**src/rtl/vga_fb_arbiter.sv**
```systemverilog
// Framebuffer RAM arbiter: reserves phase-0 fetch slots for the next visible
// pixel and drains a small CPU write FIFO in every remaining clk50 cycle.
module vga_fb_arbiter #(
  parameter int unsigned DATA_W     = 8,
  parameter int unsigned ADDR_W     = 19,
  parameter int unsigned FIFO_DEPTH = 4
) (
  input  logic                          clk50,
  input  logic                          reset,
  input  logic [9:0]                    hcount,
  input  logic [9:0]                    vcount,
  input  logic                          pix_phase,
  input  logic                          cpu_valid,
  output logic                          cpu_ready,
  input  logic [ADDR_W-1:0]             cpu_addr,
  input  logic [DATA_W-1:0]             cpu_wdata,
  output logic                          cpu_err,
  output logic [ADDR_W-1:0]             mem_addr,
  output logic [DATA_W-1:0]             mem_wdata,
  output logic                          mem_we,
  input  logic [DATA_W-1:0]             mem_rdata,
  output logic [DATA_W-1:0]             pix_data,
  output logic [$clog2(FIFO_DEPTH):0]   fifo_level,
  output logic                          vblank_irq
);

  localparam int unsigned PTR_W = $clog2(FIFO_DEPTH);
  localparam logic [ADDR_W-1:0] FB_PIXELS = ADDR_W'(640 * 480);
  localparam logic [PTR_W:0]    LVL_FULL  = (PTR_W + 1)'(FIFO_DEPTH);

  logic [10:0]       nc, nl;
  logic              next_active, fetch, pop, push, keep, fetch_q;
  logic [ADDR_W-1:0] fetch_addr, last_addr;
  logic [DATA_W-1:0] last_wdata;
  logic [PTR_W-1:0]  wr_ptr, rd_ptr;
  logic [ADDR_W-1:0] fifo_addr [FIFO_DEPTH];
  logic [DATA_W-1:0] fifo_data [FIFO_DEPTH];

  // 11-bit next-pixel coordinates so out-of-range counters cannot wrap into view
  always_comb begin
    if (hcount == 10'd799) begin
      nc = '0;
      nl = (vcount == 10'd524) ? '0 : {1'b0, vcount} + 11'd1;
    end else begin
      nc = {1'b0, hcount} + 11'd1;
      nl = {1'b0, vcount};
    end
  end

  assign next_active = (nc < 11'd640) && (nl < 11'd480);
  assign fetch_addr  = (ADDR_W'(nl) << 9) + (ADDR_W'(nl) << 7) + ADDR_W'(nc);
  assign fetch       = ~pix_phase & next_active;
  assign pop         = ~fetch & (fifo_level != '0);
  assign cpu_ready   = (fifo_level != LVL_FULL);
  assign push        = cpu_valid & cpu_ready;
  assign keep        = push & (cpu_addr < FB_PIXELS);
  assign vblank_irq  = ~reset & (hcount == 10'd0) & (vcount == 10'd480) & ~pix_phase;

  // Reset gates the combinational RAM port so a write in flight is dropped at once
  always_comb begin
    mem_we    = 1'b0;
    mem_addr  = last_addr;
    mem_wdata = last_wdata;
    if (reset) begin
      mem_addr  = '0;
      mem_wdata = '0;
    end else if (fetch) begin
      mem_addr = fetch_addr;
    end else if (pop) begin
      mem_we    = 1'b1;
      mem_addr  = fifo_addr[rd_ptr];
      mem_wdata = fifo_data[rd_ptr];
    end
  end

  always_ff @(posedge clk50 or posedge reset) begin
    if (reset) begin
      wr_ptr     <= '0;
      rd_ptr     <= '0;
      fifo_level <= '0;
      last_addr  <= '0;
      last_wdata <= '0;
      cpu_err    <= 1'b0;
      pix_data   <= '0;
      fetch_q    <= 1'b0;
    end else begin
      if (fetch || pop) last_addr <= mem_addr;
      if (pop) begin
        last_wdata <= mem_wdata;
        rd_ptr     <= rd_ptr + 1'b1;
      end
      if (keep) wr_ptr <= wr_ptr + 1'b1;
      case ({keep, pop})
        2'b10:   fifo_level <= fifo_level + 1'b1;
        2'b01:   fifo_level <= fifo_level - 1'b1;
        default: fifo_level <= fifo_level;
      endcase
      cpu_err <= push & ~keep;
      fetch_q <= fetch;
      // Read data of a phase-0 fetch lands in the following phase-1 cycle
      if (pix_phase) pix_data <= fetch_q ? mem_rdata : '0;
    end
  end

  always_ff @(posedge clk50) begin
    if (keep) begin
      fifo_addr[wr_ptr] <= cpu_addr;
      fifo_data[wr_ptr] <= cpu_wdata;
    end
  end

endmodule
```
**config.mk**
```make
export PLATFORM = sky130hd
export DESIGN_NAME = vga_fb_arbiter
export DESIGN_NICKNAME = d
export VERILOG_FILES = /design/src/rtl/vga_fb_arbiter.sv
export SDC_FILE = /design/constraint.sdc
export NUM_CORES = 1
export LEC_CHECK = 0
export ABC_AREA = 1
export BUFFER_PORTS_ARGS = -buffer_cell sky130_fd_sc_hd__buf_2
export CORE_ASPECT_RATIO = 1.75
export CORE_MARGIN = 1.5
export CORE_UTILIZATION = 45
export DETAILED_ROUTE_END_ITERATION = 8
export GPL_ROUTABILITY_DRIVEN = 0
export PLACE_DENSITY = 0.76
export SKIP_CTS_REPAIR_TIMING = 1
export SLEW_MARGIN = 20
export SYNTH_ARGS = -nofsm -noshare
export SYNTH_HDL_FRONTEND = slang
export SYNTH_SLANG_ARGS = --single-unit
```
**constraint.sdc**
```tcl
create_clock -name clk50 -period 9.5 [get_ports clk50]
set_input_delay 1.9 -clock clk50 [delete_from_list [all_inputs] [get_ports clk50]]
set_output_delay 1.9 -clock clk50 [all_outputs]
set_load 0.005 [all_outputs]
```
==> results of run 1 <==
kinds of logic after synthesis:
kind of cell / after synthesis
DFF: 152
buffers and inverters: 126
AOI/OAI and AO/OA: 136
xor gates and xnor gates: 12
adders and majority gates: 32
and+or+nand+nor: 377
metrics by stage:
stage          instance area [sq um]  setup slack [ns]
6_report                        9030              1.87
5_1_grt                         9030              1.47
4_1_cts                         9030              1.90
3_5_place_dp                    8450              1.91
3_3_place_gp                    8450              2.02
2_1_floorplan                   7760              2.82
worst max path at each step:
stage,slack [ns],end,start,depth (start not counted)
global route,1.47,mem_addr[15],hcount[0],20
global placement,2.02,mem_addr[15],hcount[0],20
CTS,1.90,mem_addr[15],hcount[0],20
detailed placement,1.91,mem_addr[15],hcount[0],20
floorplan,2.82,mem_addr[15],hcount[0],19
finish,1.87,mem_addr[15],hcount[0],20
routing by layer:
layer / global-route usage (%) / part of all wire (%) / wire [um] / vias to the layer above
met4: 11.8 / 4.4 / 800 / 0
met3: 4.98 / 4.8 / 879 / 44
li1: - / - / - / 2985
met2: 38.5 / 54 / 9940 / 184
met5: 0 / 0 / 0 / -
met1: 21.4 / 36 / 6660 / 2919
flip-flops by register name (all words and copies together) (netlist names):
| signal | cells |
|---|---|
| cpu_err | 1 |
| fetch_q | 1 |
| fifo_addr | 76 |
| fifo_data | 32 |
| fifo_level | 3 |
| last_addr | 19 |
| last_wdata | 8 |
| pix_data | 8 |
| rd_ptr | 2 |
| wr_ptr | 2 |
area by class of cell:
| type | count | area, sq um |
|---|---|---|
| fillers | 1502 | 7920 |
| flip-flops and latches | 152 | 4340 |
| multi-input cells | 557 | 2950 |
| repair buffers | 102 | 515 |
| clock buffers | 18 | 439 |
| inverters | 96 | 360 |
| well taps | 227 | 284 |
| clock inverters | 14 | 138 |
cells in the mapped netlist (2+ instances only):
master | count | area, sq um
a31oi_1 | 2 | 12.5
edfxtp_1 | 108 | 3240
o21ai_0 | 49 | 245
inv_1 | 91 | 342
nand3b_1 | 3 | 22.5
nor2_4 | 2 | 22.5
a22oi_1 | 7 | 52.6
a32o_1 | 11 | 110
ha_1 | 28 | 350
o22ai_1 | 9 | 56.3
dfrtp_1 | 44 | 1100
buf_4 | 5 | 37.5
nor2_2 | 3 | 18.8
buf_1 | 3 | 11.3
a21oi_1 | 48 | 240
nand3_1 | 35 | 175
xor2_1 | 7 | 61.3
o31ai_1 | 2 | 15.0
nor2_1 | 74 | 278
xnor2_1 | 5 | 43.8
clkbuf_1 | 17 | 63.8
or2_2 | 2 | 12.5
inv_2 | 4 | 15.0
nand2_1 | 230 | 863
buf_2 | 3 | 15.0
nor3b_1 | 2 | 15.0
a21o_1 | 3 | 22.5
nand4_1 | 12 | 75.1
nor4_1 | 2 | 12.5
nor3_1 | 7 | 35.0
fa_1 | 4 | 80.1
power breakdown:
group	internal (mW)	leakage [nW]	switching, mW
Clock	0.374	0.284	0.283
Sequential	0.841	1.54	0.0582
Combinational	0.261	2.31	0.505
worst max-delay path, stage by stage:
cell and delay, ns:
buf_2 0.14, ha_1 0.20, nand4_1 0.16, nor2_2 0.46
inv_1 0.16, o21ai_0 0.21, nor3b_1 0.35, fa_1 0.51
ha_1 0.23, a21o_1 0.16, nand2_1 0.06, nand2_1 0.06
a21oi_1 0.23, o21ai_0 0.15, nand2_1 0.08, inv_1 0.03
o21ai_0 0.27, nand4_1 0.15, inv_1 0.09, buf_2 0.11
==> run summary, run 1 <==
DR WL/cell -> 15.7 um
Synth Area per Inst -> 9.30 sq um
First-pass GRT wire length -> 28,900 um
Die W -> 102 um
FF-to-FF setup slack -> 7.03 ns
Hold Path Origin -> last_wdata[4]
Finished Layout Cells -> 1,166
Initial Util -> 45.8%
Count of input and output buffers -> 100
Synth Area in Compound Gates -> 10.2%
Final antenna-violating net count -> 0
XOR/XNOR share of the synthesized area -> 1.35%
Worst-path fanout max -> 15
Leak Pwr -> 4.14 nW
#FFs+latches synth -> 152
Initial antenna violation count -> 0
Clk pin slew, worst setup/hold paths -> 0.06 ns
DR pass1 iterations -> 5
CTS Buffer Depth -> 2
Hold Crit Depth -> 2
H-Tree Level Count -> 4
# nets final -> 1,017
Area of the die -> 0.0181 sq mm
Clk_lat worst skew -> 0.42 ns
Overflow after GRT -> 0
Critical R2R Launch -> fifo_level[0]
Mux share of post-synthesis cell area -> 0%
Core area -> 0.0169 sq mm
Commonest non-fill, non-tap cell in the layout -> nand2_1
Adder-Cell Fraction of Synth Area -> 5.54%
Worst Path Required -> 7.60 ns
# diodes -> 0
RSZ-0062 raised after global routing -> no
CTS root buf -> clkbuf_16
Number of flops mapped to enable cells by yosys -> 108
Period utilization -> 80.3%
Status -> finished clean
Iter 0 DRT Violations -> 361
Largest family of logic cells by synthesized area -> simple AND/OR/NAND/NOR gates
Via count -> 6,132
CTS tree -> yes
Total chip power -> 2.32 mW
Area grow syn2layout -> 16.3%
Post-synth ARST share -> 28.9%
Max IR drop VDD -> 0.000144 V
Clk_skew -> 0.00732 ns
Total CTS buffers -> 17
Mapped Area -> 0.00776 sq mm
Vias in the first global route -> 6,080
Slew headroom -> 33.7%
Die height -> 177 um
CP arrival -> 5.73 ns
Clk sinks -> 152
Hold WC Path Type -> register to register
DRC viols -> 0
Share of cells above drive strength 1 -> 16.5%
Setup TNS Final -> 0 ns
Yosys cell types -> 44
Setup violations, final -> 0
CP startpoint kind -> input port
Maxcap violations -> 0
DR vias/cell -> 5.26
Synth Area in Simple Gates -> 20.4%
Least-Margin Pin Slew -> 0.993 ns
Critical Path End Type -> output port
Largest net degree at the start of global routing -> 57
Fmax -> 0.131 GHz
Register area share after synthesis -> 56.0%
Row count -> 63
Pins Over Slew Limit -> 0
Core Util, Final -> 53.3%
Final hold vios -> 0
Critical path class -> input port to output port
Post-DP HPWL -> 12,800 um
I/O pin cnt -> 101
Worst r2r path cells -> 10
Syn nets -> 926
Post-placement cell count -> 1,134
Most frequent cells in the layout -> 230 x nand2_1, 108 x edfxtp_1, 100 x buf_2, 90 x inv_1, 70 x nor2_1
Ys flop type -> edfxtp_1
WHS Endpoint -> last_wdata[4]
Cells after synthesis -> 835
PwrDens -> 257 mW/mm^2
Syn. warnings -> 0
Final Critical Period -> 7.63 ns
Critical R2R Capture -> fifo_level[1]
Hold Slack -> 0.478 ns
GRT Overall Usage -> 21.1%
Post-Route WL -> 18,300 um
(Power assumes the default switching activity.)
==> run 2, diff against run 1 <==
--- a/config.mk
+++ b/config.mk
@@ -12,7 +12,7 @@
 export CORE_UTILIZATION = 45
 export DETAILED_ROUTE_END_ITERATION = 8
 export GPL_ROUTABILITY_DRIVEN = 0
-export PLACE_DENSITY = 0.76
+export PLACE_DENSITY = 0.78
 export SKIP_CTS_REPAIR_TIMING = 1
 export SLEW_MARGIN = 20
 export SYNTH_ARGS = -nofsm -noshare
==> constraint.sdc (replaced) <==
create_clock -name clk50 -period 6.5 [get_ports clk50]
set_input_delay 1.3 -clock clk50 [delete_from_list [all_inputs] [get_ports clk50]]
set_output_delay 1.3 -clock clk50 [all_outputs]
set_load 0.005 [all_outputs]
==> run summary, run 2 (synthesis results as in run 1) <==
Status -> finished clean
Clk_skew -> 0.00417 ns (-0.00315 ns)
Routed length on met1 -> 6440 um (-3.3%)
Core area -> 0.0169 sq mm (unchanged)
Slew headroom -> 37.9% (+4.2 points)
Int Pwr -> 2.13 mW (+45%)
DRC viols -> 0 (unchanged)
Max IR drop VDD -> 0.000228 V (+58%)
Flop pwr share -> 39.6% (+0.9 points)
Area of the die -> 0.0181 sq mm (unchanged)
Overflow after GRT -> 0 (unchanged)
Leak Pwr -> 4.11 nW (-0.66%)
Row count -> 63 (unchanged)
CP max-delay cell -> fa_1
Post-Route WL -> 17,800 um (-2.6%)
Critical R2R Capture -> fifo_level[1]
Setup violations, final -> 0 (unchanged)
Hold Slack -> 0.475 ns (-0.00305 ns)
DR vias/cell -> 5.15 (-2.0%)
GRT Overall Usage -> 21.0% (-0.11 points)
Die W -> 102 um (unchanged)
Largest Register -> fifo_addr
Largest net degree at the start of global routing -> 57 (unchanged)
DR WL/cell -> 15.3 um (-2.7%)
Total CTS buffers -> 17 (unchanged)
Worst r2r path cells -> 10 (unchanged)
I/O pin cnt -> 101 (unchanged)
Hold WC Path Type -> register to register
Vias in the first global route -> 6,042 (-0.63%)
Count of input and output buffers -> 100 (unchanged)
CTS tree -> yes
Routed length on met2 -> 9660 um (-2.8%)
Sw Pwr -> 1.18 mW (+39%)
FF-to-FF setup slack -> 4.01 ns (-3.02 ns)
Pins Over Slew Limit -> 0 (unchanged)
Area grow syn2layout -> 15.9%
CTS Buffer Depth -> 2 (unchanged)
Final Critical Period -> 6.00 ns
Critical Path End Type -> output port
Post-DP HPWL -> 12,800 um (-0.19%)
PwrDens -> 368 mW/mm^2 (+43%)
CTS root buf -> clkbuf_16
Crit-path max cell delay -> 0.51 ns (about the same)
Worst setup path startpoint -> hcount[0]
First-pass GRT wire length -> 28,600 um (-0.86%)
Maxcap violations -> 0 (unchanged)
Clk_lat worst skew -> 0.42 ns (about the same)
Largest register FFs -> 76 (unchanged)
Share of cells above drive strength 1 -> 16.1% (-0.44 points)
H-Tree Level Count -> 4 (unchanged)
CP Capture Point -> mem_addr[17]
Most frequent cells in the layout -> 230 x nand2_1, 108 x edfxtp_1, 100 x buf_2, 90 x inv_1, 70 x nor2_1
Most used cell, CP -> nand2_1
Die height -> 177 um (unchanged)
Final antenna-violating net count -> 0 (unchanged)
# nets final -> 1,018 (+0.098%)
RSZ-0062 raised after global routing -> no
Fmax -> 0.167 GHz
Iter 0 DRT Violations -> 249 (-31%)
CP startpoint kind -> input port
Highest metal used -> met4
Met3 wire length -> 864 um (-1.7%)
Design area -> 0.00900 sq mm (-0.32%)
Crit-path cells -> buf_2 > ha_1 > nand4_1 > nor2_2 > inv_1 > o21ai_0 > nor3b_1 > fa_1 > ha_1 > a21o_1 > nand2_1 > nand2_1 > nand2_1 > o2111ai_1 > xor2_1 > nand2_1 > nor3b_1 > buf_2
Least-Margin Pin Slew -> 0.930 ns (-0.0622 ns)
Logic gate share of total power -> 33.4% (+0.4 points)
# diodes -> 0 (unchanged)
Largest regs -> fifo_addr: 76 flops, fifo_data: 32 flops, last_addr: 19 flops
Initial Util -> 45.8% (unchanged)
Clk sinks -> 152 (unchanged)
Clk pin slew, worst setup/hold paths -> 0.06 ns (about the same)
Critical R2R Launch -> fifo_level[0]
Period utilization -> 92.4%
Switching share of total power -> 35.6% (-0.84 points)
Initial antenna violation count -> 0 (unchanged)
Worst-path fanout max -> 7 (-8)
Clock power frac -> 27.0% (-1.3 points)
Setup TNS Final -> 0 ns (unchanged)
Worst Path Required -> 5.20 ns (-2.40 ns)
Via count -> 6,014 (-1.9%)
CP arrival -> 4.70 ns (-1.03 ns)
Critical path class -> input port to output port
Placed cell area -> 0.00846 sq mm (about the same)
DR pass1 iterations -> 4 (-1)
Final hold vios -> 0 (unchanged)
Commonest non-fill, non-tap cell in the layout -> nand2_1
==> run 2: changes by cell type in the layout (fill, tap and decap cells not counted), sizes merged <==
| cell | before | now |
|---|---|---|
| clkbuf | 18 | 20 |
| clkinvlp | 1 | 4 |
| clkinv | 6 | 7 |
| inv | 102 | 96 |
| buf | 102 | 103 |
==> run 2: critical path: cells and delay by family <==
family / cells / cell delay, ns
buffers and inverters: 3 / 0.43
AOI/OAI and AO/OA: 3 / 0.47
and+or+nand+nor: 8 / 1.41
adders and majority gates: 3 / 0.92
xor gates and xnor gates: 1 / 0.16
==> run 2: worst min-delay path by stage <==
stage,startpoint,to,slack [ns],cells past startpoint
2_1_floorplan,last_wdata[0],last_wdata[0],0.44,2
3_3_place_gp,last_wdata[3],last_wdata[3],0.46,2
3_5_place_dp,last_wdata[5],last_wdata[5],0.46,2
4_1_cts,last_wdata[1],last_wdata[1],0.48,2
5_1_grt,last_wdata[1],last_wdata[1],0.49,2
6_report,last_wdata[1],last_wdata[1],0.48,2
==> run 2: per-stage QoR <==
step	util [%]	setup WS, ns	instances	power [mW]
after floorplan	-	1.02	835	2.10
after global placement	49.9	0.567	1135	2.41
after detailed placement	49.9	0.532	1135	2.44
after CTS	53.1	0.535	1167	3.34
after global routing	53.1	0.228	1167	3.55
final	53.1	0.497	1167	3.31
==> run 2: cell type report <==
cell class	instances	area [sq um]
fillers	1516	7950
well taps	227	284
clock inverters	12	104
multi-input cells	557	2950
clock buffers	20	437
repair buffers	103	523
flip-flops and latches	152	4340
inverters	96	360
==> run 2: power groups by stage <==
stage	clock network, mW	registers, mW	logic [mW]
CTS	0.908	1.31	1.12
global route	0.956	1.33	1.26
floorplan	0	1.30	0.798
detailed placement	0	1.33	1.11
global placement	0	1.33	1.08
finish	0.896	1.31	1.11
==> run 2: per-layer routing <==
layer / up-vias / global-route usage [%]
met4: 0 / 13.2
met1: 2800 / 21.0
met2: 174 / 38.7
li1: 2988 / -
met3: 52 / 3.79
met5: - / 0
==> run 3, diff against run 2 <==
==> constraint.sdc (replaced) <==
create_clock -name clk50 -period 6.5 [get_ports clk50]
set_input_delay 0.65 -clock clk50 [delete_from_list [all_inputs] [get_ports clk50]]
set_output_delay 0.65 -clock clk50 [all_outputs]
set_load 0.005 [all_outputs]
==> run summary, run 3 (synthesis results as in run 1) <==
Initial Util -> 45.8% (unchanged)
Largest regs -> fifo_addr: 76 flops, fifo_data: 32 flops, last_addr: 19 flops
CTS root buf -> clkbuf_16
Period utilization -> 77.5% (-15 points)
Die W -> 102 um (unchanged)
Die height -> 177 um (unchanged)
I/O pin cnt -> 101 (unchanged)
Overflow after GRT -> 0 (unchanged)
# diodes -> 0 (unchanged)
Clk_skew -> 0.0111 ns (+0.00698 ns)
CP arrival -> 4.39 ns (-0.31 ns)
Initial antenna violation count -> 0 (unchanged)
Share of cells above drive strength 1 -> 16.5% (+0.44 points)
Setup TNS Final -> 0 ns (unchanged)
Final hold vios -> 0 (unchanged)
Core area -> 0.0169 sq mm (unchanged)
DR WL/cell -> 15.7 um (+2.9%)
Post-DP HPWL -> 12,800 um (about the same)
Pins Over Slew Limit -> 0 (unchanged)
Total CTS buffers -> 17 (unchanged)
H-Tree Level Count -> 4 (unchanged)
Slew headroom -> 36.1% (-1.8 points)
Largest register FFs -> 76 (unchanged)
Worst setup path startpoint -> hcount[0]
Maxcap violations -> 0 (unchanged)
DR vias/cell -> 5.28 (+2.4%)
Row count -> 63 (unchanged)
Post-Route WL -> 18,300 um (+2.8%)
CTS tree -> yes
Finished Layout Cells -> 1,166 (-0.086%)
Area grow syn2layout -> 16.2%
Setup violations, final -> 0 (unchanged)
Vias in the first global route -> 6,089 (+0.78%)
Critical Path End Type -> output port
DR pass1 iterations -> 5 (+1)
Final antenna-violating net count -> 0 (unchanged)
Clk sinks -> 152 (unchanged)
Area of the die -> 0.0181 sq mm (unchanged)
Hold WC Path Type -> input port to asynchronous set/reset pin
# nets final -> 1,017 (-0.098%)
Post-placement cell count -> 1,134 (-0.088%)
CTS Buffer Depth -> 2 (unchanged)
Commonest non-fill, non-tap cell in the layout -> nand2_1
Leak Pwr -> 4.14 nW (+0.69%)
DRC viols -> 0 (unchanged)
Fmax -> 0.199 GHz (+19%)
Fillers -> 1,480 (-2.4%)
GRT Overall Usage -> 21.3% (+0.25 points)
Max IR drop VDD -> 0.000194 V (-15%)
Via count -> 6,152 (+2.3%)
Largest Register -> fifo_addr
Critical path class -> input port to output port
Largest net degree at the start of global routing -> 57 (unchanged)
CP startpoint kind -> input port
Status -> finished clean
Most frequent cells in the layout -> 230 x nand2_1, 108 x edfxtp_1, 100 x buf_2, 90 x inv_1, 70 x nor2_1
Count of input and output buffers -> 100 (unchanged)
PwrDens -> 376 mW/mm^2 (+2.2%)
Iter 0 DRT Violations -> 377 (+51%)
Worst-path fanout max -> 15 (+8)
Total chip power -> 3.40 mW (+2.5%)
Worst Path Required -> 5.85 ns (+0.65 ns)
Clk pin slew, worst setup/hold paths -> 0.06 ns (about the same)
Least-Margin Pin Slew -> 0.957 ns (+0.0265 ns)
First-pass GRT wire length -> 29,300 um (+2.3%)
Critical R2R Launch -> fifo_level[0]
Clk_lat worst skew -> 0.43 ns (about the same)
RSZ-0062 raised after global routing -> no
Final Critical Period -> 5.04 ns (-0.965 ns)
[run 3: cell count changes in the layout (fill, tap and decap cells not counted)]
cell / change
clkbuf_8: +1
clkinv_1: -2
clkinv_2: +1
inv_8: +2
clkinv_4: +1
clkinvlp_4: -3
inv_6: +3
clkbuf_1: -3
buf_4: -1
[run 3: metrics by stage]
step | hold WS [ns] | util (%) | cell area (sq um) | setup WS, ns
6_report | 0.269 | 53.3 | 9020 | 1.46
3_3_place_gp | 0.457 | 49.9 | 8450 | 1.61
5_1_grt | 0.271 | 53.3 | 9020 | 0.937
3_5_place_dp | 0.462 | 49.9 | 8450 | 1.48
4_1_cts | 0.253 | 53.3 | 9020 | 1.47
2_1_floorplan | 0.444 | - | 7760 | 2.32
[run 3: path summary, 6_finish.rpt]
| kind | slack [ns] | cells past startpoint | end |
|---|---|---|---|
| worst max-delay path | 1.46 | 18 | mem_addr[17] |
| worst min-delay path | 0.27 | 2 | last_wdata[4] |
| worst max register to register | 3.83 | 10 | fifo_level[1] |
| worst min register to register | 0.48 | 2 | pix_data[7] |
| max in group asynchronous | 5.32 | 3 | wr_ptr[0] |
| min in group clk50 | 0.44 | 1 | fifo_addr[3][7] |
[run 3: cell type report]
type	instances	area (sq um)	share of cell area, %
sequential	152	4340	48.1
multi-input combinational	557	2950	32.6
timing repair buffer	102	515	5.71
clock buffer	18	439	4.87
inverter	96	360	3.99
tap	227	284	3.15
clock inverter	14	136	1.51
[run 3: worst max-delay path, cell delays in order]
cell	delay [ns]
buf_2	0.14
ha_1	0.20
nand4_1	0.17
nor2_2	0.45
inv_1	0.16
o21ai_0	0.18
nor3b_1	0.36
fa_1	0.51
ha_1	0.22
a21o_1	0.17
nand2_1	0.06
nand2_1	0.07
nand2_1	0.06
o2111ai_1	0.12
xor2_1	0.17
nand2_1	0.10
nor3b_1	0.39
buf_2	0.20
[run 3: metal layers]
layer / track usage [%] / part of all wire (%) / vias to the layer above
li1: - / - / 2989
met5: 0 / 0 / -
met1: 22.0 / 36 / 2912
met2: 38.6 / 54 / 194
met4: 12.4 / 5.1 / 0
met3: 4.23 / 5.0 / 57
[run 3: power breakdown]
group	leakage, nW	switching, mW	total, mW	internal, mW
logic	2.31	0.749	1.13	0.383
registers	1.54	0.0852	1.31	1.23
clock network	0.285	0.404	0.950	0.545
